<file path="src/rtl/zbt_wr_buf_pkg.sv">
// Shared video constants: pixel-pair width, ZBT address width and the
// default depth of the ZBT bank-1 write buffer.
package zbt_wr_buf_pkg;

    localparam int PIX_W        = 18;
    localparam int PIX_PAIR_W   = 2 * PIX_W;
    localparam int ZBT_ADDR_W   = 19;
    localparam int WR_BUF_DEPTH = 8;

endpackage

</file>
<file path="src/rtl/zbt_wr_buf_sync_fifo.sv">
// Synchronous FIFO: storage array, wrapping pointers, level counter and a
// registered read port. Callers only assert push/pop when legal (push when
// not full or popping, pop when not empty); clear empties the FIFO and wins
// over push/pop. The read register holds its value when not popping.
module sync_fifo #(
    parameter int DEPTH = 8,
    parameter int WIDTH = 55
) (
    input  logic                     clk,
    input  logic                     reset,
    input  logic                     clear,
    input  logic                     push,
    input  logic                     pop,
    input  logic [WIDTH-1:0]         push_data,
    output logic [WIDTH-1:0]         pop_data,
    output logic [$clog2(DEPTH):0]   level,
    output logic                     full,
    output logic                     empty
);

    localparam int PTR_W = $clog2(DEPTH);
    localparam int LVL_W = PTR_W + 1;

    logic [WIDTH-1:0] mem [DEPTH];
    logic [PTR_W-1:0] wr_ptr;
    logic [PTR_W-1:0] rd_ptr;
    logic             wr_en;
    logic             rd_en;

    assign wr_en = push && !clear;
    assign rd_en = pop && !clear;

    // Storage write; contents are don't-care after reset so no reset here.
    always_ff @(posedge clk) begin
        if (wr_en) begin
            mem[wr_ptr] <= push_data;
        end
    end

    // Pointers wrap naturally (DEPTH is a power of two); level tracks count.
    always_ff @(posedge clk) begin
        if (reset || clear) begin
            wr_ptr <= '0;
            rd_ptr <= '0;
            level  <= '0;
        end else begin
            if (wr_en) begin
                wr_ptr <= wr_ptr + 1'b1;
            end
            if (rd_en) begin
                rd_ptr <= rd_ptr + 1'b1;
            end
            case ({wr_en, rd_en})
                2'b10:   level <= level + 1'b1;
                2'b01:   level <= level - 1'b1;
                default: level <= level;
            endcase
        end
    end

    // Registered read: the popped entry appears the cycle after the pop.
    always_ff @(posedge clk) begin
        if (reset) begin
            pop_data <= '0;
        end else if (rd_en) begin
            pop_data <= mem[rd_ptr];
        end
    end

    // Full/empty come from the level count, never from pointer equality.
    assign full  = (level == LVL_W'(DEPTH));
    assign empty = (level == '0);

endmodule

</file>
<file path="src/rtl/zbt_wr_buf.sv">
// ZBT bank-1 write buffer: queues {addr, data} pixel pairs from the edge
// stage and writes one per granted ZBT write slot.
//
// Handshake: in_valid has no ready; an input offered while full (and not
// popping that cycle) is dropped and sets the sticky overflow flag. wr_slot
// is a grant from the ZBT controller; it is consumed only when an entry is
// available, and the write appears on zbt_we/zbt_addr/zbt_data one cycle
// later. flush discards everything without counting as overflow.
module zbt_wr_buf
    import zbt_wr_buf_pkg::*;
#(
    parameter int DEPTH  = WR_BUF_DEPTH,
    parameter int DATA_W = PIX_PAIR_W,
    parameter int ADDR_W = ZBT_ADDR_W
) (
    input  logic                   clk,
    input  logic                   reset,
    input  logic                   in_valid,
    input  logic [DATA_W-1:0]      in_data,
    input  logic [ADDR_W-1:0]      in_addr,
    input  logic                   wr_slot,
    input  logic                   flush,
    output logic                   zbt_we,
    output logic [ADDR_W-1:0]      zbt_addr,
    output logic [DATA_W-1:0]      zbt_data,
    output logic                   full,
    output logic                   empty,
    output logic [$clog2(DEPTH):0] level,
    output logic                   overflow
);

    localparam int ENT_W = ADDR_W + DATA_W;

    logic             pop;
    logic             push;
    logic [ENT_W-1:0] rd_entry;

    // A slot pops only an entry already stored; flush cancels both sides.
    assign pop  = wr_slot && !empty && !flush;
    assign push = in_valid && (!full || pop) && !flush;

    sync_fifo #(
        .DEPTH (DEPTH),
        .WIDTH (ENT_W)
    ) u_fifo (
        .clk       (clk),
        .reset     (reset),
        .clear     (flush),
        .push      (push),
        .pop       (pop),
        .push_data ({in_addr, in_data}),
        .pop_data  (rd_entry),
        .level     (level),
        .full      (full),
        .empty     (empty)
    );

    // The FIFO read register doubles as the held ZBT address/data register.
    assign zbt_addr = rd_entry[ENT_W-1:DATA_W];
    assign zbt_data = rd_entry[DATA_W-1:0];

    // Write strobe follows the pop by one cycle, aligned with the read data.
    always_ff @(posedge clk) begin
        if (reset) begin
            zbt_we <= 1'b0;
        end else begin
            zbt_we <= pop;
        end
    end

    // Sticky overflow: an offered input that was neither stored nor flushed.
    always_ff @(posedge clk) begin
        if (reset) begin
            overflow <= 1'b0;
        end else if (in_valid && !push && !flush) begin
            overflow <= 1'b1;
        end
    end

endmodule

</file>
<file path="config.mk">
export PLATFORM = sky130hd
export DESIGN_NAME = zbt_wr_buf
export DESIGN_NICKNAME = d
export VERILOG_FILES = /design/src/rtl/zbt_wr_buf_pkg.sv /design/src/rtl/zbt_wr_buf_sync_fifo.sv /design/src/rtl/zbt_wr_buf.sv
export SDC_FILE = /design/constraint.sdc
export NUM_CORES = 1
export LEC_CHECK = 0
export BUFFER_PORTS_ARGS = -buffer_cell sky130_fd_sc_hd__buf_2
export CAP_MARGIN = 5
export CORE_ASPECT_RATIO = 1.25
export CORE_MARGIN = 8
export CORE_UTILIZATION = 54
export DETAILED_ROUTE_END_ITERATION = 16
export GPL_TIMING_DRIVEN = 0
export HOLD_SLACK_MARGIN = 0.05
export PLACE_DENSITY = 0.83
export SYNTH_ARGS = -nofsm -noshare
export SYNTH_HDL_FRONTEND = slang
export SYNTH_SLANG_ARGS = --single-unit
export TNS_END_PERCENT = 10
</file>
<file path="constraint.sdc">
create_clock -name clk -period 7 [get_ports clk]
set_clock_uncertainty 0.1 [all_clocks]
set_input_delay 0 -clock clk [delete_from_list [all_inputs] [get_ports clk]]
set_output_delay 0 -clock clk [all_outputs]
set_load 0.01 [all_outputs]
</file>
==> metrics, run 1 <==
status finished, final reports clean; Initial DRC Count 936; CTS root buf clkbuf_16; Inserted Diodes 0; largest net degree at the start of global routing 24; crit path from u_fifo.level[0]; Nets 1,236; Fmax 0.320 GHz; worst reg2reg path depth 11; clock sink total 507; number of H-tree levels 2; synthesized area 18,900 µm²; Arrival @ worst endpoint 3460 ps; Syn Area/Cell 20.9 µm²; # rows 76; Register Area 14,600 µm²; required time of the critical path 7330 ps; worst r2r dst u_fifo.level[3]; Tcrit/Tclk final 44.6%; DRC Markers 0; die area 41,300 µm²; number of synthesized register bits 507; vias in the first global route 10.3k; routability cong. 0.759; commonest non-fill, non-tap cell in the layout edfxtp_1; crit end category register; WP depth 11; worst path cell trace or4_1 > buf_2 > inv_2 > nor2_1 > buf_2 > ha_1 > ha_1 > a21oi_1 > a211oi_1 > o21ai_0 > o31ai_1; wire length per cell 24.6 µm; slowest stage delay, CP 540 ps; Filler cells 2,121; Max IR drop VDD 142 µV; Fin. Hold Viols 0; area grow syn2layout 19.8%; initial cell density of the core 54.8%; max_slew headroom 37.9%; Multi-input gate area 4100 µm²; total congestion overflow 0; die height 225 µm; total design power 0.00592 W; Worst Max-Slew Pin Slew 923 ps; CP bufs+invs 3; Reg clk slew, reported paths 60 ps; TritonCTS clock tree yes; final setup vio count 0; core box area 34,500 µm²; P per Cell Area 261 nW/µm²; DR pass1 iterations 4; TritonCTS Buffers 45; CP startpoint kind register; commonest cells after routing, fill and taps aside edfxtp_1, buf_2, mux4_2; Final Slew Violations 0; GRT Total Usage 20.1%; Detailed Place HPWL 26,600 µm; Crit Path Category register to register; Synth Warn # 0; share of cells above drive strength 1 36.8%; register area share after synthesis 77.0%; Final ANT Viol Nets 0; Critical Path Sink u_fifo.level[3]; Slowest-stage cell, CP nor2_1; RSZ-0062 raised after global routing no; Reg2Reg Launch Point u_fifo.level[0]; # IOs 123; Vias/cell 5.89; Worst-Skew Late Latency 550 ps; non-filler instance count after layout 1,672; Core Util, Final 65.6%; initial antenna violation count 2; Worst Hold Class primary input to register; Post-Syn Instances 905; Yosys cell types 36; Pleak 7.53 nW; Tmin final 3120 ps; Final WS setup 3880 ps; placed insts 1,533; maximum net fanout on the critical path 10; Crit path max-delay family simple AND/OR/NAND/NOR gates; Max Root-Sink Buffers 3; first-pass GRT wire length 62,500 µm; Detailed Route WL 41,100 µm; number of max-cap violations 0; pre-CTS WS 3930 ps; number of vias in the routed layout 9,852; R2R Setup Slk 3880 ps; chip width 183 µm; IO Port Bufs 122; synthesized net count 971; minimum hold slack 166 ps
==> state kept, by name (all words and copies together) (netlist names) <==
signal           flops
u_fifo.rd_ptr        3
u_fifo.level         4
u_fifo.pop_data     55
u_fifo.wr_ptr        3
overflow             1
u_fifo.mem         440
zbt_we               1
==> synthesized netlist by cell type <==
master	count	area share [%]
edfxtp_1	440	70
mux4_2	110	13
dfxtp_1	67	7.1
nor2_1	55	1.1
o22ai_1	55	1.8
nor3_2	50	2.6
nor2_2	20	0.66
clkbuf_1	19	0.38
buf_2	15	0.40
buf_6	9	0.54
nor3_1	8	0.21
inv_1	6	0.12
ha_1	5	0.33
nand2_1	5	0.099
a21oi_1	4	0.11
xnor2_1	4	0.19
buf_4	3	0.12
nand2b_1	3	0.099
nand3_1	3	0.079
a211oi_1	2	0.079
buf_1	2	0.040
mux2i_1	2	0.11
nand3_4	2	0.19
nor2b_1	2	0.066
nor4_1	2	0.066
xor2_1	2	0.093
a31oi_1	1	0.033
and4b_1	1	0.053
clkbuf_4	1	0.040
fa_1	1	0.11
inv_2	1	0.020
nor4b_1	1	0.046
o21ai_0	1	0.026
o31ai_1	1	0.040
or2_2	1	0.033
or4_1	1	0.040
==> kinds of logic after synthesis <==
logic type,Yosys count,share of synthesized area (%)
fa+ha+maj,6,0.437
buf+inv,56,1.65
mux,112,13.2
simple gates,154,5.38
xor+xnor,6,0.278
flops,507,77.0
compound gates,64,2.10
==> final cells by class <==
cell class | instances | area share (%)
buffer | 49 | 1.26
clock buffer | 77 | 6.36
clock inverter | 4 | 0.0828
inverter | 7 | 0.116
multi-input combinational | 342 | 18.1
sequential | 507 | 64.2
tap | 468 | 2.58
timing repair buffer | 218 | 7.27
==> power by group <==
| group | internal [W] | switching (W) |
|---|---|---|
| Combinational | 0.0000772 | 0.000104 |
| Sequential | 0.00331 | 0.0000105 |
| Clock | 0.00140 | 0.00103 |
==> worst min path at each step <==
stage | cells after the start | to | slack (ps) | startpoint
after floorplan | 0 | u_fifo.mem[0][0] | -1 | in_data[0]
after detailed placement | 1 | u_fifo.mem[3][12] | 170 | in_data[12]
after global placement | 1 | u_fifo.mem[2][45] | 160 | in_addr[9]
after CTS | 2 | u_fifo.mem[0][41] | 150 | in_addr[5]
final | 2 | u_fifo.mem[5][21] | 170 | in_data[21]
after global routing | 2 | u_fifo.mem[6][41] | 170 | in_addr[5]
==> per-stage QoR <==
step | cell area, µm² | setup TNS [ps]
floorplan | 18900 | 0
global placement | 20100 | -693190
detailed placement | 20600 | 0
CTS | 22700 | 0
global route | 22700 | 0
finish | 22700 | 0
==> metal layers <==
metal	GRT usage, %	part of all wire [%]
met1	24.8	39
met2	34.9	52
met3	3.55	6.1
met4	7.86	3.3
met5	0	0.056
==> what timing repair did <==
action	CTS	global route
hold buffers	58	0
buffers inserted	0	0
hold endpoints to repair	462	0
resized for setup	0	0
No activity file was read; power rests on OpenSTA's default activity.
==> run 2: changes to the inputs <==
--- a/config.mk
+++ b/config.mk
@@ -5,15 +5,16 @@
 export SDC_FILE = /design/constraint.sdc
 export NUM_CORES = 1
 export LEC_CHECK = 0
+export ABC_AREA = 1
 export BUFFER_PORTS_ARGS = -buffer_cell sky130_fd_sc_hd__buf_2
 export CAP_MARGIN = 5
 export CORE_ASPECT_RATIO = 1.25
 export CORE_MARGIN = 8
-export CORE_UTILIZATION = 54
+export CORE_UTILIZATION = 55
 export DETAILED_ROUTE_END_ITERATION = 16
 export GPL_TIMING_DRIVEN = 0
 export HOLD_SLACK_MARGIN = 0.05
-export PLACE_DENSITY = 0.83
+export PLACE_DENSITY = 0.84
 export SYNTH_ARGS = -nofsm -noshare
 export SYNTH_HDL_FRONTEND = slang
 export SYNTH_SLANG_ARGS = --single-unit
==> constraint.sdc (replaced) <==
create_clock -name clk -period 2.8 [get_ports clk]
set_clock_uncertainty 0.1 [all_clocks]
set_input_delay 0 -clock clk [delete_from_list [all_inputs] [get_ports clk]]
set_output_delay 0 -clock clk [all_outputs]
set_load 0.01 [all_outputs]
==> run 2 against run 1 <==
Effect of this change: count of clock-buffer cells in the layout decreased by 18; first-iteration DRC count increased by 98%; routed wire length increased by 36%; sequential share of layout area decreased by 6.8 points; clock power increased by 150%; worst hold slack got worse by 58 ps; non-clock buffer count increased by 42; fmax increased by 19%; synthesized area increased by 13%; critical path type unchanged; highest routed layer is now met4.
==> metrics, run 2 <==
Detailed Place HPWL 36,800 µm (+38%); Fin. Hold Viols 0 (unchanged); Vias/cell 5.45 (-7.5%); commonest non-fill, non-tap cell in the layout nand2_1; Tcrit/Tclk final 93.8% (+49 points); clock sink total 507 (unchanged); maximum net fanout on the critical path 10 (unchanged); commonest cells after routing, fill and taps aside nand2_1, edfxtp_1, inv_1; Synth Warn # 0 (unchanged); post-synthesis mux area share 0% (-13 points); DR pass1 iterations 6 (+2); RSZ-0062 raised after global routing no; core box area 38,800 µm² (+12%); top-area cell type share of the netlist area 61.6% (-8.3 points); Filler cells 2,665 (+26%); # rows 81 (+6.6%); minimum hold slack 108 ps (-58.1 ps); Final Cell Area 25,300 µm² (+12%); Syn Area/Cell 10.1 µm² (-52%); Final ANT Viol Nets 0 (unchanged); die area 45,600 µm² (+10%); synthesized area 21,400 µm² (+13%); number of synthesized register bits 507 (unchanged); register area share after synthesis 67.9% (-9.1 points); DRC Markers 0 (unchanged); Final Slew Violations 0 (unchanged); Register Area 14,600 µm² (unchanged); CP startpoint kind register; synth cell count leaders nand2_1, edfxtp_1, inv_1, nand3_1, dfxtp_1; max FFs per register 440 (unchanged); crit end category register; number of max-cap violations 0 (unchanged); Multi-input gate area 4940 µm² (+20%); GRT Total Usage 24.3% (+4.2 points); adder-cell share of the synthesized area 0.385% (-0.052 points); Crit Path Category register to register; xor/xnor share of the synthesized area 0.204% (-0.074 points); Top Registers u_fifo.mem x440, u_fifo.pop_data x55, u_fifo.level x4; Area after DPL 23,300 µm² (+13%); compound-gate portion of the synthesized area 2.19% (+0.084 points); P per Cell Area 599 nW/µm² (+130%); Detailed Route WL 56,100 µm (+36%); total congestion overflow 0 (unchanged); min-delay src reset; Pleak 11.3 nW (+50%); top post-synthesis cells by area edfxtp_1, nand2_1, inv_1; routability cong. 0.805 (+6.0%); total design power 0.0152 W (+160%); number of vias in the routed layout 15.9k (+62%); largest net degree at the start of global routing 27 (+13%); max_slew headroom 29.5% (-8.5 points); worst reg2reg path depth 14 (+3); Most used DFF post-synth edfxtp_1; wire length per cell 19.2 µm (-22%); Arrival @ worst endpoint 3000 ps (-460 ps); Fmax 0.381 GHz (+19%); setup TNS 0 ps (unchanged); Post-Syn Instances 2,132 (+140%); die height 237 µm (+5.1%); WHS Path Cells 3 (+1); final setup vio count 0 (unchanged); Reg clk slew, reported paths 70 ps (about the same); Initial DRC Count 1,852 (+98%); share of cells above drive strength 1 13.5% (-23 points); IO Port Bufs 122 (unchanged); Tmin final 2630 ps (-498 ps); Synth area leader edfxtp_1; Max IR drop VDD 381 µV (+170%); vias in the first global route 16.3k (+57%); Yosys cell types 25 (-31%); Core Util, Final 65.3% (-0.35 points); synthesized net count 2,198 (+130%); TritonCTS clock tree yes; most frequent cell after synthesis nand2_1; Post-synth EDFFs 440 (unchanged); Worst Hold Class primary input to register; ys async rst share 0% (unchanged); Nets 2,453 (+98%); initial cell density of the core 55.3% (+0.46 points); Synth Area in Simple Gates 19.8% (+14 points); TritonCTS Buffers 45 (unchanged); chip width 193 µm (+5.0%); Worst-Skew Late Latency 560 ps (about the same); number of H-tree levels 2 (unchanged); initial antenna violation count 1 (-1); Worst Max-Slew Pin Slew 1050 ps (+131 ps); area grow syn2layout 18.2%; crit path from u_fifo.level[3]; status finished, final reports clean; Biggest register u_fifo.mem; Max Root-Sink Buffers 3 (unchanged); Reg2Reg Launch Point u_fifo.level[3]; first-pass GRT wire length 85,800 µm (+37%); required time of the critical path 3180 ps (-4150 ps); # IOs 123 (unchanged); CTS root buf clkbuf_16; main combinational cell family by area after synthesis simple AND/OR/NAND/NOR gates
==> run 2: cell count changes after synthesis, moves of 50 or more <==
cell / delta
nand2_1: +729
inv_1: +397
nor3_2: -50
nand3_1: +275
mux4_2: -110
o22ai_1: -55
==> run 2: what timing repair did <==
action / 4_1_cts / 5_1_grt
pin swaps: 1 / 1
setup buffers: 1 / 1
resized for setup: 2 / 2
hold endpoints to repair: 457 / 0
setup endpoints to repair: 42 / 22
hold buffers: 62 / 0
==> run 2: routing by layer <==
metal	vias up	global-route usage (%)	share of wire, %
li1	7276	-	-
met1	7401	27.9	35
met2	1015	42.3	51
met3	229	3.71	9.6
met4	0	13.7	5.0
met5	-	0	0
==> run 2: cell type report <==
class,count,area share (%)
plain buffers,101,2.06
clock buffers,59,4.90
multi-input cells,1117,19.5
clock inverters,23,0.721
well taps,498,2.46
repair buffers,208,6.91
inverters,407,6.03
flip-flops and latches,507,57.4
diodes,2,0.0197
==> run 2: cell families after synthesis <==
logic type,count (synthesis)
flops,507
buf+inv,508
xor+xnor,5
compound gates,71
fa+ha+maj,6
simple gates,1035
==> run 2: where the power goes <==
group | switching (W) | internal [W]
combinational | 0.000517 | 0.000273
clock | 0.00266 | 0.00339
sequential | 0.0000375 | 0.00830
==> run 2: stage by stage <==
stage / setup slack, ps / cells
5_1_grt: 12.5 / 2921
3_3_place_gp: -2630 / 2752
2_1_floorplan: -732 / 2132
6_report: 173 / 2922
3_5_place_dp: -78.4 / 2774
4_1_cts: 98.7 / 2919
==> run 2: path summary, 6_finish.rpt <==
path / endpoint / slack [ps]
worst max-delay path: u_fifo.level[3] / 170
worst min-delay path: zbt_we / 110
worst max register to register: u_fifo.level[3] / 170
worst min register to register: u_fifo.pop_data[37] / 410
==> run 2: worst max-delay path, stage by stage (launching register included) <==
cell and delay [ps]:
dfxtp_1 470, inv_1 120, nand3_2 150, nand2_8 140
inv_2 110, buf_4 220, ha_1 320, ha_1 330
nand2_1 100, nand2_1 60, nor2_1 120, nand2_1 70
nand2_1 60, nand2_1 50, a21oi_1 120
